`src/rtl/mem_stage.sv`:
```
// Memory-access stage: non-memory ops pass through in one cycle, loads/stores run a
// req/gnt/rvalid bus handshake. Optional macro MEM_MISALIGN_TRAP_EN traps misaligned H/W.
module mem_stage #(
  parameter int ADDR_WIDTH     = 32,
  parameter int REG_ADDR_WIDTH = 5
) (
  input  logic                      clk,
  input  logic                      rst,
  input  logic                      valid_i,
  output logic                      ready_o,
  input  logic                      wmem_en_i,
  input  logic                      rmem_en_i,
  input  logic [ADDR_WIDTH-1:0]     mem_addr_i,
  input  logic [2:0]                funct3_i,
  input  logic [31:0]               store_data_i,
  input  logic                      wreg_en_i,
  input  logic [REG_ADDR_WIDTH-1:0] wreg_addr_i,
  input  logic [31:0]               wreg_data_i,
  output logic                      dbus_req_o,
  output logic                      dbus_we_o,
  output logic [ADDR_WIDTH-1:0]     dbus_addr_o,
  output logic [3:0]                dbus_wstrb_o,
  output logic [31:0]               dbus_wdata_o,
  input  logic                      dbus_gnt_i,
  input  logic                      dbus_rvalid_i,
  input  logic [31:0]               dbus_rdata_i,
  output logic                      valid_o,
  output logic                      wreg_en_o,
  output logic [REG_ADDR_WIDTH-1:0] wreg_addr_o,
  output logic [31:0]               wreg_data_o,
  output logic                      misalign_o,
  output logic [1:0]                dbg_state_o
);

  // Handshake: an op transfers on a clock edge where valid_i && ready_o; ready_o is 1
  // only in IDLE, so valid_i is ignored while a bus access is in flight.
  typedef enum logic [1:0] {S_IDLE = 2'd0, S_REQ = 2'd1, S_WAIT = 2'd2} state_t;

  state_t                    r_state;
  logic [2:0]                r_f3;
  logic [1:0]                r_lo;
  logic                      r_is_store;
  logic                      r_wen;
  logic [REG_ADDR_WIDTH-1:0] r_waddr;

  logic        w_mem_op;
  logic        w_misalign;
  logic [3:0]  w_wstrb;
  logic [31:0] w_wdata;
  logic [7:0]  w_byte;
  logic [15:0] w_half;
  logic [31:0] w_load_data;

  assign w_mem_op    = wmem_en_i | rmem_en_i;
  assign dbg_state_o = r_state;

`ifdef MEM_MISALIGN_TRAP_EN
  assign w_misalign = ((funct3_i[1:0] == 2'b01) & mem_addr_i[0]) |
                      (funct3_i[1] & (mem_addr_i[1:0] != 2'b00));
`else
  assign w_misalign = 1'b0;
`endif

  always_comb begin
    w_wstrb = 4'b1111;
    w_wdata = store_data_i;
    case (funct3_i[1:0])
      2'b00: begin
        w_wstrb = 4'b0001 << mem_addr_i[1:0];
        w_wdata = {4{store_data_i[7:0]}};
      end
      2'b01: begin
        w_wstrb = mem_addr_i[1] ? 4'b1100 : 4'b0011;
        w_wdata = {2{store_data_i[15:0]}};
      end
      default: ;
    endcase
  end

  // Extraction uses the low address bits captured at issue, not the bus address.
  always_comb begin
    w_byte = dbus_rdata_i[7:0];
    case (r_lo)
      2'd1:    w_byte = dbus_rdata_i[15:8];
      2'd2:    w_byte = dbus_rdata_i[23:16];
      2'd3:    w_byte = dbus_rdata_i[31:24];
      default: ;
    endcase
    w_half      = r_lo[1] ? dbus_rdata_i[31:16] : dbus_rdata_i[15:0];
    w_load_data = dbus_rdata_i;
    case (r_f3[1:0])
      2'b00:   w_load_data = {{24{~r_f3[2] & w_byte[7]}}, w_byte};
      2'b01:   w_load_data = {{16{~r_f3[2] & w_half[15]}}, w_half};
      default: ;
    endcase
  end

  always_ff @(posedge clk) begin
    if (rst) begin
      r_state      <= S_IDLE;
      r_f3         <= '0;
      r_lo         <= '0;
      r_is_store   <= 1'b0;
      r_wen        <= 1'b0;
      r_waddr      <= '0;
      ready_o      <= 1'b1;
      dbus_req_o   <= 1'b0;
      dbus_we_o    <= 1'b0;
      dbus_addr_o  <= '0;
      dbus_wstrb_o <= '0;
      dbus_wdata_o <= '0;
      valid_o      <= 1'b0;
      wreg_en_o    <= 1'b0;
      wreg_addr_o  <= '0;
      wreg_data_o  <= '0;
      misalign_o   <= 1'b0;
    end else begin
      valid_o    <= 1'b0;
      misalign_o <= 1'b0;
      case (r_state)
        S_IDLE: begin
          if (valid_i) begin
            if (!w_mem_op) begin
              valid_o     <= 1'b1;
              wreg_en_o   <= wreg_en_i;
              wreg_addr_o <= wreg_addr_i;
              wreg_data_o <= wreg_data_i;
            end else if (w_misalign) begin
              valid_o     <= 1'b1;
              wreg_en_o   <= 1'b0;
              wreg_addr_o <= wreg_addr_i;
              misalign_o  <= 1'b1;
            end else begin
              r_f3         <= funct3_i;
              r_lo         <= mem_addr_i[1:0];
              r_is_store   <= wmem_en_i;
              r_wen        <= wreg_en_i;
              r_waddr      <= wreg_addr_i;
              dbus_req_o   <= 1'b1;
              dbus_we_o    <= wmem_en_i;
              dbus_addr_o  <= {mem_addr_i[ADDR_WIDTH-1:2], 2'b00};
              dbus_wstrb_o <= wmem_en_i ? w_wstrb : 4'b0000;
              dbus_wdata_o <= wmem_en_i ? w_wdata : 32'd0;
              ready_o      <= 1'b0;
              r_state      <= S_REQ;
            end
          end
        end
        S_REQ: begin
          if (dbus_gnt_i) begin
            dbus_req_o <= 1'b0;
            if (r_is_store) begin
              valid_o     <= 1'b1;
              wreg_en_o   <= 1'b0;
              wreg_addr_o <= r_waddr;
              ready_o     <= 1'b1;
              r_state     <= S_IDLE;
            end else begin
              r_state <= S_WAIT;
            end
          end
        end
        S_WAIT: begin
          if (dbus_rvalid_i) begin
            valid_o     <= 1'b1;
            wreg_en_o   <= r_wen;
            wreg_addr_o <= r_waddr;
            wreg_data_o <= w_load_data;
            ready_o     <= 1'b1;
            r_state     <= S_IDLE;
          end
        end
        default: begin
          r_state <= S_IDLE;
          ready_o <= 1'b1;
        end
      endcase
    end
  end

endmodule

```
`config.mk`:
```
export PLATFORM = sky130hd
export DESIGN_NAME = mem_stage
export DESIGN_NICKNAME = d
export VERILOG_FILES = /design/src/rtl/mem_stage.sv
export SDC_FILE = /design/constraint.sdc
export NUM_CORES = 1
export LEC_CHECK = 0
export CORE_UTILIZATION = 43
export CTS_CLUSTER_SIZE = 25
export DETAILED_ROUTE_END_ITERATION = 7
export GPL_ROUTABILITY_DRIVEN = 1
export PLACE_DENSITY = 0.87
export SLEW_MARGIN = 20
export SYNTH_ARGS = -nofsm -noshare
export SYNTH_HDL_FRONTEND = slang
export SYNTH_SLANG_ARGS = --single-unit
```
`constraint.sdc`:
```
create_clock -name clk -period 2.4 [get_ports clk]
set_input_delay 0.72 -clock clk [delete_from_list [all_inputs] [get_ports clk]]
set_output_delay 0.72 -clock clk [all_outputs]
set_load 0.01 [all_outputs]
```
==> results of run 1 <==
worst max-delay path, stage by stage:
cell and delay, ps:
clkdlybuf4s50_1 470, mux4_2 500, and3b_1 270, a2111oi_0 410
o41ai_1 130
where the power goes:
| group | internal [W] | switching [W] | leakage [nW] | total [W] |
|---|---|---|---|---|
| sequential | 0.00244 | 0.000256 | 0.989 | 0.00270 |
| combinational | 0.00185 | 0.00187 | 2.21 | 0.00372 |
| clock | 0.00155 | 0.00101 | 0.278 | 0.00255 |
| total | 0.00584 | 0.00313 | 3.47 | 0.00897 |
kinds of logic after synthesis:
kind of cell,Yosys count,synth area share
fa+ha+maj,4,0.00816
mux,41,0.0735
buf+inv,100,0.0677
flops,121,0.395
simple gates,252,0.182
compound gates,250,0.273
other cells,1,0.000612
synthesized netlist by cell type (8+ instances only):
master | n | area [um2]
a211o_1 | 8 | 70.1
o311ai_0 | 10 | 87.6
buf_1 | 9 | 33.8
a21oi_1 | 96 | 480
a22oi_1 | 20 | 150
clkbuf_1 | 46 | 173
o22a_1 | 16 | 140
nand2_1 | 135 | 507
nand3_1 | 25 | 125
nand2b_1 | 10 | 62.6
buf_2 | 14 | 70.1
o21ai_0 | 29 | 145
inv_1 | 25 | 93.8
mux2i_1 | 18 | 180
nor3_1 | 19 | 95.1
dfxtp_1 | 121 | 2420
nor2_1 | 37 | 139
o21a_1 | 16 | 120
mux2_2 | 22 | 248
flip-flops by register name, summed over array words and instances (netlist names):
signal,flops
r_lo,2
r_wen,1
dbus_addr_o,30
r_waddr,5
wreg_addr_o,5
dbus_req_o,1
valid_o,1
dbus_wdata_o,32
ready_o,1
r_f3,3
dbus_wstrb_o,4
wreg_data_o,32
wreg_en_o,1
dbg_state_o,2
r_is_store,1
layer usage:
layer | global-route usage | share of wire | up-vias
met2 | 0.452 | 0.48 | 389
met3 | 0.0836 | 0.098 | 52
li1 | - | - | 3233
met5 | 0 | 0 | -
met1 | 0.318 | 0.39 | 3134
met4 | 0.131 | 0.032 | 0
metrics by stage:
stage / hold WS [ps] / std cells / total power (W) / cell area, um2 / TNS [ps]
4_1_cts: 452 / 1201 / 0.00898 / 9570 / 0
5_1_grt: 471 / 1201 / 0.00941 / 9570 / 0
2_1_floorplan: 432 / 771 / 0.00465 / 6140 / 0
3_3_place_gp: 436 / 1169 / 0.00631 / 8980 / -3600
6_report: 448 / 1201 / 0.00897 / 9570 / 0
3_5_place_dp: 445 / 1169 / 0.00639 / 8980 / -7190
how the worst min path moves through the flow:
stage	from	to	slack [ps]
after detailed placement	dbus_wdata_o[7]	dbus_wdata_o[7]	440
after floorplan	r_wen	r_wen	430
final	dbus_wstrb_o[1]	dbus_wstrb_o[1]	450
after global placement	dbus_wdata_o[1]	dbus_wdata_o[1]	440
after global routing	dbus_wdata_o[1]	dbus_wdata_o[1]	470
after CTS	dbus_wdata_o[7]	dbus_wdata_o[7]	450
layout make-up:
cell class	count	area [um2]	area share
Multi-Input combinational cell	550	3310	0.346
Tap cell	180	225	0.0235
Sequential cell	121	2420	0.253
Clock buffer	17	425	0.0444
Clock inverter	15	168	0.0175
Timing Repair Buffer	292	2920	0.305
Inverter	26	97.6	0.0102
==> results.py, run 1 <==
metrics = {
    "drt": {
        "wl_um": 20800,
        "drcViolationCount": 0,
        "vias": 6808,
        "postRouteAntennaNets": 0,
        "dr.pass1.iters": 8,
        "initialDrtViolationCount": 566,
        "avgViaCountPerCell": 5.67,
        "detail_route.wl_per_cell_um": 17.3,
    },
    "timing": {
        "finalCritPeriodShare": 0.928,
        "setup_ws_ps": 173,
        "maxSlewHeadroom": 0.633,
        "drv_slew": 0,
        "layout_min_cycle_time_ps": 2230,
        "timing.fmax_mhz": 449,
        "final-hold-violation-count": 0,
        "rsz0062_at_grt": "false",
        "finClkSkew_ps": 9.30,
        "tightest_slew_ps": 550,
        "setup_violations": 0,
    },
    "worst_setup_path": {
        "cp-startpoint": "dbus_rdata_i[15]",
        "arrival_ps": 2510,
        "r2r-start": "dbg_state_o[0]",
        "required_ps": 2680,
        "reg2reg_to": "wreg_en_o",
        "start_kind": "input port",
        "rr_worst_depth": 7,
        "cp-end-kind": "register",
        "r2r_slack_ps": 250,
        "critical_path_class": "input port to register",
        "critPathCapture": "wreg_data_o[15]",
        "crit_fanout": 6,
    },
    "placed_design": {
        "io_buffers": 253,
        "dp_hpwl_um": 14700,
        "gp_congestion": 0.898,
        "detailedPlace.worstSlack_ps": -235,
    },
    "clock_network": {
        "ctsResizeCount": 0,
        "clock-sinks": 121,
        "cts-buffers-inserted": 17,
        "clock_latency_ps": 410,
        "cts_hold_buf": 0,
        "cts_root_buf": "clkbuf_16",
        "htree_levels": 4,
        "cts_tree": "yes",
        "clkTransAtPathRegs_ps": 60,
        "post-cts-setup-buffers": 0,
        "cts_max_path_buffers": 2,
    },
    "synthesis": {
        "synth_area_mm2": 0.00613,
        "avgSynthCellArea_um2": 7.97,
        "yosysWarnings": 0,
        "synth_ff_type": "dfxtp_1",
        "synth_cell_types": 48,
        "ys_ff_latch": 121,
        "synthArstFlopShare": 0,
        "synth_edf_count": 0,
        "synthCells": 769,
        "seq_area_frac_synth": 0.395,
    },
    "floorplan": {
        "io_pins": 257,
        "dieWidth_um": 121,
        "core_area_mm2": 0.0139,
        "fp.dieH_um": 121,
        "initial_core_util": 0.442,
        "fp-row-count": 43,
        "die_area_mm2": 0.0147,
    },
    "finish": {
        "antennaDiodeCount": 0,
        "layout_commonest_cell": "clkdlybuf4s50_1",
        "fin_util": 0.690,
        "final_cell_mix": "252 x clkdlybuf4s50_1, 135 x nand2_1, 121 x dfxtp_1",
        "finalNetCount": 1156,
        "layout-drive-gt1-share": 0.101,
        "synthToLayoutAreaGrowth_pct": 56.1,
        "fillCellCount": 1086,
    },
    "status": {
        "status": "finished, final reports clean",
    },
    "global_route": {
        "grtUsageTotal": 0.273,
        "grt_pass1_vias": 6261,
        "grt_max_degree": 71,
        "grt_pass1_wl_um": 31300,
        "grt_antenna_before_repair": 0,
        "overflow": 0,
    },
    "power_and_ir_drop": {
        "power_density_mw_per_mm2": 937,
        "ir_worst_vdd_v": 0.000504,
        "p_leak_nw": 3.47,
    },
    "run": {
        "max_cap_violations": 0,
    },
    "worst_hold_path": {
        "hold_path_class": "register to register",
        "min_path_cells": 2,
    },
}
Power figures use the tool's default switching activity.
==> inputs of run 2 (changes only) <==
- CELL_PAD_IN_SITES_DETAIL_PLACEMENT: unset -> 1
- CELL_PAD_IN_SITES_GLOBAL_PLACEMENT: unset -> 1
- CORE_UTILIZATION: 43 -> 30
- PLACE_DENSITY: 0.87 -> 0.86
==> run 2 against run 1 <==
Against the previous run: fmax shrank 2.3%; via count shrank 0.71%; utilization shrank 20 points; register-to-register slack lost 100 ps; global-route usage shrank 4.4 points; clock skew grew 0.62 ps; sequential power is essentially flat; clock power is essentially flat; hold slack gained 2.4 ps; flip-flop and latch count is the same; combinational power grew 3%; non-clock buffer count grew 2; critical endpoint is now wreg_data_o[12].
==> results.py, run 2 (synthesized netlist as in run 1, its figures left out) <==
metrics = {
    "clock_network": {
        "clkTransAtPathRegs_ps": 60,
        "clock_latency_ps": 420,
        "clock-sinks": 121,
        "cts_max_path_buffers": 2,
        "cts_hold_buf": 0,
        "cts_root_buf": "clkbuf_16",
        "htree_levels": 4,
        "post-cts-setup-buffers": 0,
        "ctsResizeCount": 0,
        "cts-buffers-inserted": 17,
        "cts_tree": "yes",
    },
    "drt": {
        "postRouteAntennaNets": 0,
        "drcViolationCount": 0,
        "dr.pass1.iters": 5,
        "detail_route.wl_per_cell_um": 18.7,
        "vias": 6760,
        "wl_um": 24100,
        "avgViaCountPerCell": 5.25,
        "initialDrtViolationCount": 385,
    },
    "floorplan": {
        "fp-row-count": 51,
        "core_area_mm2": 0.0197,
        "io_pins": 257,
        "initial_core_util": 0.311,
        "fp.dieH_um": 145,
        "dieWidth_um": 145,
        "die_area_mm2": 0.0210,
    },
    "finish": {
        "layout-drive-gt1-share": 0.103,
        "fin_area_mm2": 0.00972,
        "finalNetCount": 1158,
        "antennaDiodeCount": 0,
        "layout_commonest_cell": "clkdlybuf4s50_1",
        "reg.largest.list": "dbus_wdata_o: 32 flops, wreg_data_o: 32 flops, dbus_addr_o: 30 flops",
        "fillCellCount": 2271,
        "synthToLayoutAreaGrowth_pct": 58.5,
        "final_cell_mix": "252 x clkdlybuf4s50_1, 135 x nand2_1, 121 x dfxtp_1",
    },
    "timing": {
        "layout_min_cycle_time_ps": 2280,
        "finClkSkew_ps": 9.92,
        "setup_violations": 0,
        "setup_ws_ps": 121,
        "drv_slew": 0,
        "maxSlewHeadroom": 0.509,
        "tightest_slew_ps": 735,
        "final-hold-violation-count": 0,
        "timing.fmax_mhz": 439,
        "rsz0062_at_grt": "false",
        "finalCritPeriodShare": 0.949,
    },
    "global_route": {
        "grt_max_degree": 68,
        "grt_pass1_vias": 6981,
        "grt_antenna_before_repair": 1,
        "overflow": 0,
        "grt_pass1_wl_um": 38100,
        "grtUsageTotal": 0.229,
    },
    "placed_design": {
        "gp_congestion": 0.854,
        "dp_hpwl_um": 17500,
        "detailedPlace.worstSlack_ps": -237,
        "placedInstanceArea_mm2": 0.00915,
        "io_buffers": 253,
    },
    "worst_hold_path": {
        "hold_path_class": "register to register",
    },
    "power_and_ir_drop": {
        "netSwitchingPower_w": 0.00328,
        "p_total_w": 0.00908,
        "p_sw_frac": 0.361,
        "pwr-share-comb": 0.422,
        "clock_power_share": 0.279,
        "power_density_mw_per_mm2": 934,
        "p_leak_nw": 3.50,
        "p_seq_frac": 0.299,
        "ir_worst_vdd_v": 0.000471,
        "p_int_w": 0.00580,
    },
    "worst_setup_path": {
        "critical_path_class": "input port to register",
        "required_ps": 2690,
        "slowest_stage": "a2111oi_0",
        "crit_fanout": 6,
        "worstPathCellList": "clkdlybuf4s50_1 > mux4_2 > and3b_1 > a2111oi_0 > o41ai_1",
        "start_kind": "input port",
        "crit_family": "compound AO/OA/AOI/OAI gates",
        "crit_buf_inv": 1,
        "arrival_ps": 2560,
        "cp-end-kind": "register",
        "max_stage_delay_ps": 500,
    },
    "status": {
        "status": "finished, final reports clean",
    },
    "run": {
        "max_cap_violations": 0,
    },
}
==> run 2: power groups by stage <==
stage | combinational [W] | sequential, W | clock [W]
finish | 0.00384 | 0.00272 | 0.00253
global route | 0.00413 | 0.00276 | 0.00267
CTS | 0.00386 | 0.00272 | 0.00259
detailed placement | 0.00381 | 0.00275 | 0
global placement | 0.00372 | 0.00272 | 0
floorplan | 0.00177 | 0.00288 | 0
==> run 2: routing by layer <==
metal | part of all wire | global-route usage
met5 | 0.00054 | 0
met4 | 0.019 | 0.0713
met3 | 0.081 | 0.0770
met2 | 0.50 | 0.400
met1 | 0.40 | 0.260
==> run 2: stage by stage <==
step	cells	hold WS (ps)	util	setup TNS (ps)
6_report	1288	450	0.493	0
3_5_place_dp	1256	446	0.464	-7880
3_3_place_gp	1256	437	0.464	-4270
2_1_floorplan	771	432	-	0
5_1_grt	1288	468	0.493	0
4_1_cts	1288	452	0.493	0
==> run 2: worst paths after layout <==
check	from	to	slack [ps]	cells after the start
setup reg to reg	dbg_state_o[0]	wreg_data_o[28]	150	7
hold reg to reg	dbus_wdata_o[20]	dbus_wdata_o[20]	450	2
setup / recovery	dbus_rdata_i[7]	wreg_data_o[12]	120	5
hold / removal	dbus_wdata_o[20]	dbus_wdata_o[20]	450	2
==> run 2: area by class of cell <==
cell class,count,area (um2),share of cell area
Clock buffer,18,439,0.0452
Clock inverter,14,136,0.0140
Inverter,26,97.6,0.0100
Multi-Input combinational cell,550,3320,0.341
Sequential cell,121,2420,0.249
Tap cell,265,332,0.0341
Timing Repair Buffer,294,2980,0.306
==> run 2: tightest hold or removal path, delay by kind of cell (launching register included) <==
| kind | cells | cell delay (ps) |
|---|---|---|
| flops | 1 | 300 |
| simple gates | 1 | 50 |
| compound gates | 1 | 50 |
